### config.mk
export PLATFORM = sky130hd
export DESIGN_NAME = qq_op_scheduler
export DESIGN_NICKNAME = d
export VERILOG_FILES = /design/src/rtl/qq_pkg.sv /design/src/rtl/qq_rr_arbiter.sv /design/src/rtl/qq_op_scheduler.sv
export SDC_FILE = /design/constraint.sdc
export NUM_CORES = 1
export LEC_CHECK = 0
export ABC_AREA = 1
export CAP_MARGIN = 5
export CORE_AREA = 3 3 123 125
export CTS_CLUSTER_SIZE = 40
export DETAILED_ROUTE_END_ITERATION = 8
export DIE_AREA = 0 0 126 128
export PLACE_DENSITY = 0.93
export SLEW_MARGIN = 0
export SYNTH_ARGS = -nofsm -noshare
export SYNTH_HDL_FRONTEND = slang
export SYNTH_SLANG_ARGS = --single-unit
### constraint.sdc
create_clock -name clk -period 2.5 [get_ports clk]
set_input_delay 0.25 -clock clk [delete_from_list [all_inputs] [get_ports clk]]
set_output_delay 0.25 -clock clk [all_outputs]
set_load 0.05 [all_outputs]
### src/rtl/qq_pkg.sv
// ============================================================================
// qq_pkg : shared types and defaults for the QuickQ op scheduler
// Rev 1.0
// ============================================================================
`default_nettype none

package qq_pkg;

    typedef enum logic {
        OP_ENQ = 1'b0,
        OP_DEQ = 1'b1
    } op_e;

    typedef enum logic [1:0] {
        S_IDLE = 2'd0,
        S_ENQ  = 2'd1,
        S_DEQ  = 2'd2,
        S_RESP = 2'd3
    } state_e;

    localparam int         DEF_DW         = 32;
    localparam int         DEF_DEPTH      = 7;
    localparam logic [7:0] DEF_ARRAY_SIZE = 8'd3;

    function automatic int max_int(input int a, input int b);
        return (a > b) ? a : b;
    endfunction

endpackage

`default_nettype wire

### src/rtl/qq_rr_arbiter.sv
// ============================================================================
// qq_rr_arbiter : round-robin arbiter, priority starts at the pointer
// Rev 1.0
// ============================================================================
`default_nettype none

module qq_rr_arbiter
    import qq_pkg::*;
#(
    parameter int NREQ = 4,
    localparam int IDW = $clog2(NREQ)
) (
    input  logic            clk,
    input  logic            rst,
    input  logic [NREQ-1:0] req,
    input  logic            en,
    output logic [NREQ-1:0] gnt,
    output logic [IDW-1:0]  gnt_id
);

    logic [IDW-1:0] r_ptr;
    logic           w_found;

    always_comb begin
        int idx;
        idx     = 0;
        gnt     = '0;
        gnt_id  = '0;
        w_found = 1'b0;
        for (int k = 0; k < NREQ; k++) begin
            idx = int'(r_ptr) + k;
            if (idx >= NREQ) begin
                idx = idx - NREQ;
            end
            if (!w_found && req[idx]) begin
                w_found  = 1'b1;
                gnt_id   = IDW'(idx);
                gnt[idx] = 1'b1;
            end
        end
    end

    // Pointer moves past every grant, accepted or rejected downstream
    always_ff @(posedge clk or posedge rst) begin
        if (rst) begin
            r_ptr <= '0;
        end else if (en && (|req)) begin
            if (gnt_id == IDW'(NREQ - 1)) begin
                r_ptr <= '0;
            end else begin
                r_ptr <= gnt_id + IDW'(1);
            end
        end
    end

endmodule

`default_nettype wire

### src/rtl/qq_op_scheduler.sv
// ============================================================================
// qq_op_scheduler : arbitrates client enqueue/dequeue requests onto QuickQ
// Rev 1.0
// ============================================================================
`default_nettype none

module qq_op_scheduler
    import qq_pkg::*;
#(
    parameter int         NREQ       = 4,
    parameter int         DW         = DEF_DW,
    parameter logic [7:0] ARRAY_SIZE = DEF_ARRAY_SIZE,
    parameter int         DEPTH      = DEF_DEPTH,
    parameter int         ENQ_CYC    = 19,
    parameter int         DEQ_CYC    = 7,
    localparam int        IDW        = $clog2(NREQ),
    localparam int        CW         = $clog2(DEPTH + 1)
) (
    input  logic               clk,
    input  logic               rst,
    input  logic [NREQ-1:0]    req_valid,
    input  logic [NREQ-1:0]    req_op,
    input  logic [NREQ*DW-1:0] req_data,
    output logic [NREQ-1:0]    req_ready,
    output logic               rsp_valid,
    output logic [IDW-1:0]     rsp_id,
    output logic               rsp_err,
    output logic [DW-1:0]      rsp_data,
    output logic               q_enq,
    output logic               q_deq,
    output logic [DW-1:0]      q_data_lt,
    output logic [DW-1:0]      q_data_rt,
    output logic [7:0]         q_array_size,
    input  logic [DW-1:0]      q_data_lt_o,
    input  logic [DW-1:0]      q_data_rt_o,
    output logic [CW-1:0]      count,
    output logic               full,
    output logic               empty
);

    localparam int TW = $clog2(max_int(ENQ_CYC, DEQ_CYC) + 1);

    state_e         r_state;
    state_e         w_state_nxt;
    logic [TW-1:0]  r_cyc;
    logic [DW-1:0]  r_key;
    logic [DW-1:0]  r_rdata;
    logic [IDW-1:0] r_id;
    logic           r_err;
    logic [CW-1:0]  r_count;

    logic [NREQ-1:0] w_gnt;
    logic [IDW-1:0]  w_gnt_id;
    logic            w_grant_en;
    logic            w_take;
    op_e             w_gnt_op;
    logic            unused_ok;

    // Reset also masks the combinational grant so nothing is offered during it
    assign w_grant_en = (r_state == S_IDLE) && !rst;
    assign w_take     = w_grant_en && (|req_valid);
    assign w_gnt_op   = op_e'(req_op[w_gnt_id]);

    qq_rr_arbiter #(
        .NREQ (NREQ)
    ) u_arb (
        .clk    (clk),
        .rst    (rst),
        .req    (req_valid),
        .en     (w_grant_en),
        .gnt    (w_gnt),
        .gnt_id (w_gnt_id)
    );

    always_comb begin
        w_state_nxt = r_state;
        case (r_state)
            S_IDLE: begin
                if (w_take) begin
                    if (w_gnt_op == OP_ENQ && !full) begin
                        w_state_nxt = S_ENQ;
                    end else if (w_gnt_op == OP_DEQ && !empty) begin
                        w_state_nxt = S_DEQ;
                    end else begin
                        w_state_nxt = S_RESP;
                    end
                end
            end
            S_ENQ, S_DEQ: begin
                if (r_cyc == '0) begin
                    w_state_nxt = S_RESP;
                end
            end
            S_RESP:  w_state_nxt = S_IDLE;
            default: w_state_nxt = S_IDLE;
        endcase
    end

    always_ff @(posedge clk or posedge rst) begin
        if (rst) begin
            r_state <= S_IDLE;
        end else begin
            r_state <= w_state_nxt;
        end
    end

    always_ff @(posedge clk or posedge rst) begin
        if (rst) begin
            r_cyc   <= '0;
            r_key   <= '0;
            r_rdata <= '0;
            r_id    <= '0;
            r_err   <= 1'b0;
            r_count <= '0;
        end else begin
            case (r_state)
                S_IDLE: begin
                    if (w_take) begin
                        r_id    <= w_gnt_id;
                        r_key   <= req_data[w_gnt_id*DW +: DW];
                        r_err   <= (w_state_nxt == S_RESP);
                        r_rdata <= '0;
                        r_cyc   <= (w_state_nxt == S_ENQ) ? TW'(ENQ_CYC - 1)
                                                          : TW'(DEQ_CYC - 1);
                    end
                end
                S_ENQ: begin
                    if (r_cyc != '0) begin
                        r_cyc <= r_cyc - TW'(1);
                    end else begin
                        r_count <= r_count + CW'(1);
                    end
                end
                S_DEQ: begin
                    if (r_cyc != '0) begin
                        r_cyc <= r_cyc - TW'(1);
                    end else begin
                        r_rdata <= q_data_lt_o;
                        r_count <= r_count - CW'(1);
                    end
                end
                default: ;
            endcase
        end
    end

    assign req_ready    = w_grant_en ? w_gnt : '0;
    assign rsp_valid    = (r_state == S_RESP);
    assign rsp_id       = rsp_valid ? r_id : '0;
    assign rsp_err      = rsp_valid & r_err;
    assign rsp_data     = rsp_valid ? r_rdata : '0;
    assign q_enq        = (r_state == S_ENQ);
    assign q_deq        = (r_state == S_DEQ);
    assign q_data_lt    = r_key;
    assign q_data_rt    = DW'(r_id);
    assign q_array_size = ARRAY_SIZE;
    assign count        = r_count;
    assign full         = (r_count == CW'(DEPTH));
    assign empty        = (r_count == '0);

    // The queue's tag output is not needed: responses carry the requester id
    assign unused_ok = ^q_data_rt_o;

endmodule

`default_nettype wire
==> impl_metrics.csv <==
group,metric,value,unit
status,outcome,"finished clean",
layout,area_delta_synth_final,62.0,%
timing,min_period,2.39,ns
clocking,clk_latency,0.33,ns
timing,clock.fmax,0.419,GHz
critical_path,rrSetupSlack,0.15,ns
layout,nets,1185,
floorplan,initial_core_util,0.388,
placed_design,place_inst,1140,
floorplan,rows,43,
placed_design,post-dp-hpwl,13400,um
critical_path,worst-path-max-fanout,5,
critical_path,arrival,2.14,ns
critical_path,required,2.25,ns
critical_path,r2r_start,"u_arb.r_ptr[0]$_DFFE_PP0P_",
yosys,synth_most_common_cell,"nand2_1",
yosys,async_flop_share,1.00,
flow_run,max-cap-violations,0,
timing,hold_viol,0,
floorplan,die_w,126,um
global_routing,grt_pass1_vias,5539,
pwr,vdd_ir_drop_max,862,uV
critical_path,cp-end-kind,"output pin",
detailed_routing,routed_via_density,4.85,
yosys,synth_area_leader_cell,"dfrtp_1",
floorplan,boundaryPins,321,
timing,worstMarginPinSlew,0.585,ns
critical_path,crit_path_start_kind,"flip-flop",
clocking,cts_root_buf,"clkbuf_16",
critical_path,r2r_cells,14,
critical_path,r2r_end,"q_data_lt[5]$_DFFE_PP0P_",
timing,rsz0062_at_grt,"true",
floorplan,core-area,14000,um^2
global_routing,grt_max_degree,68,
clocking,cts_sinks,79,
layout,utilization,0.629,
clocking,clk_path_buf_depth,2,
critical_path,timing_worst_setup_path_type,"flip-flop to output pin",
placed_design,gp_congestion,0.895,
yosys,yosys_register_bits,79,
detailed_routing,drtAntennaViolNets,0,
timing,setup_violations,0,
placed_design,io_buffer_count,250,
yosys,ys_warn_count,0,
layout,stdcell_count,1157,
pwr,power_density,1410,nW/um^2
yosys,synth_top_cell_area_share,0.364,
pwr,p_leak,3.96,nW
yosys,synthTopCellsByCount,"nand2_1 (141), nor2_1 (107), dfrtp_1 (79)",
timing,max_slew_margin,0.609,
floorplan,fp.dieH,128,um
timing,setup_slack,0.111,ns
yosys,ys_types,41,
global_routing,grt_antenna_before_repair,0,
clocking,numCtsBuffers,9,
detailed_routing,wl_per_cell,15.0,um
placed_design,dp_slack,0.0107,ns
layout,drive_gt1_frac,0.135,
detailed_routing,first_iter_violations,308,
timing,period_share,0.956,
placed_design,placed_area,8410,um^2
clocking,cts_tree,"done",
timing,drv_slew,0,
detailed_routing,first_pass_iters,5,
clocking,clk_pin_slew,0.06,ns
yosys,synth.avg_cell_area,7.38,um^2
yosys,synth_flop_cell,"dfrtp_1",
yosys,syn_inst,736,
floorplan,dieArea,16100,um^2
worst_hold_path,min_path_type,"input pin to asynchronous set/reset pin",
yosys,synth_area_leaders,"dfrtp_1 (36%), nand2_1 (9.7%), nor2_1 (7.4%), buf_4 (5.7%), o21ai_0 (5.5%)",
clocking,htreeDepth,3,
timing,holdWs,0.321,ns
global_routing,grt.total_usage,0.207,
detailed_routing,drc,0,
detailed_routing,drt_wl_total,17400,um
global_routing,grt_pass1_wl,27200,um
layout,final_area,8800,um^2
yosys,syn_area,5430,um^2
global_routing,grt_overflow,0,
timing,fin_skew,0.00726,ns
yosys,synth_edf_count,0,
yosys,seq_area_frac_synth,0.364,
detailed_routing,num_vias,5615,
layout,antenna_cells,0,
==> routing by layer <==
| layer | track usage | vias up | routed length, um |
|---|---|---|---|
| li1 | - | 2777 | - |
| met1 | 0.235 | 2565 | 6740 |
| met2 | 0.378 | 248 | 8950 |
| met3 | 0.0550 | 25 | 1320 |
| met4 | 0.0656 | 0 | 361 |
| met5 | 0 | - | 0 |
==> power by group <==
part | switching [W] | internal (W)
clock network | 0.000533 | 0.000907
registers | 0.000363 | 0.00190
logic | 0.00549 | 0.00320
total | 0.00638 | 0.00600
==> cells in the final DEF, fill, tap and decap left out, types with 4 or more instances in the layout <==
cell and n:
nand2_4 5, or2_2 5, nand3_2 6, o21ai_1 21, dfrtp_1 78, nor2_1 106
buf_12 49, inv_1 64, inv_2 6, buf_4 12, nor2_2 7, or2_1 21
a21oi_1 7, o21ai_0 58, o211ai_1 32, clkbuf_16 9, nand2_2 11, ha_1 9
or2_0 6, clkdlybuf4s50_1 209, nand3_1 9, a31oi_1 33, conb_1 38, nand2_1 138
xor2_1 4
==> registers in the layout (all words and copies together), names as in the netlist <==
register / cells
u_arb.r_ptr: 2
r_state: 2
r_rdata: 32
r_cyc: 5
r_err: 1
q_data_lt: 32
count: 3
r_id: 2
==> metrics by stage <==
step	power, W	TNS (ns)
5_1_grt	0.0134	-0.131
2_1_floorplan	0.00856	0
4_1_cts	0.0124	0
3_5_place_dp	0.0109	0
3_3_place_gp	0.0106	0
6_report	0.0124	0
==> kinds of logic after synthesis <==
logic type / count (synthesis) / share of synthesized area
buf+inv: 154 / 0.153
other cells: 2 / 0.00138
compound gates: 163 / 0.179
simple gates: 323 / 0.269
fa+ha+maj: 11 / 0.0267
flops: 79 / 0.364
xor+xnor: 4 / 0.00645
==> worst max path at each step <==
| stage | slack, ns | to | depth (start not counted) | startpoint |
|---|---|---|---|---|
| 2_1_floorplan | 0.09 | r_cyc[2]$_DFFE_PP0P_ | 8 | count[0]$_DFFE_PP0P_ |
| 3_3_place_gp | 0.14 | q_data_lt[3]$_DFFE_PP0P_ | 13 | req_valid[0] |
| 3_5_place_dp | 0.01 | q_data_lt[8]$_DFFE_PP0P_ | 13 | req_valid[0] |
| 4_1_cts | 0.01 | req_ready[0] | 13 | u_arb.r_ptr[0]$_DFFE_PP0P_ |
| 5_1_grt | -0.04 | q_data_lt[8]$_DFFE_PP0P_ | 14 | u_arb.r_ptr[1]$_DFFE_PP0P_ |
| 6_report | 0.11 | req_ready[3] | 11 | u_arb.r_ptr[0]$_DFFE_PP0P_ |
==> cell type report <==
cell class,count,area (um^2)
inverter,72,279
clock inverter,6,90.1
multi-input combinational,539,2820
fill,1135,5190
tap,180,225
sequential,79,1980
timing repair buffer,271,3170
clock buffer,10,239
==> what timing repair did <==
| item | in CTS | in global routing |
|---|---|---|
| pin swaps | 0 | 1 |
| hold buffers | 0 | 0 |
| setup buffers | 0 | 1 |
| endpoints found under the setup margin | 4 | 33 |
| resized for setup | 3 | 11 |
==> worst max-delay path, cell delays in order (launching register included) <==
cell and delay, ns:
dfrtp_2 0.44, inv_8 0.07, ha_4 0.21, inv_1 0.10, nand3_1 0.11, nand2_2 0.14
nor2_4 0.07, a22oi_1 0.16, o21ai_0 0.13, o21ai_1 0.15, inv_1 0.09, buf_12 0.15
Power figures use the tool's default switching activity.
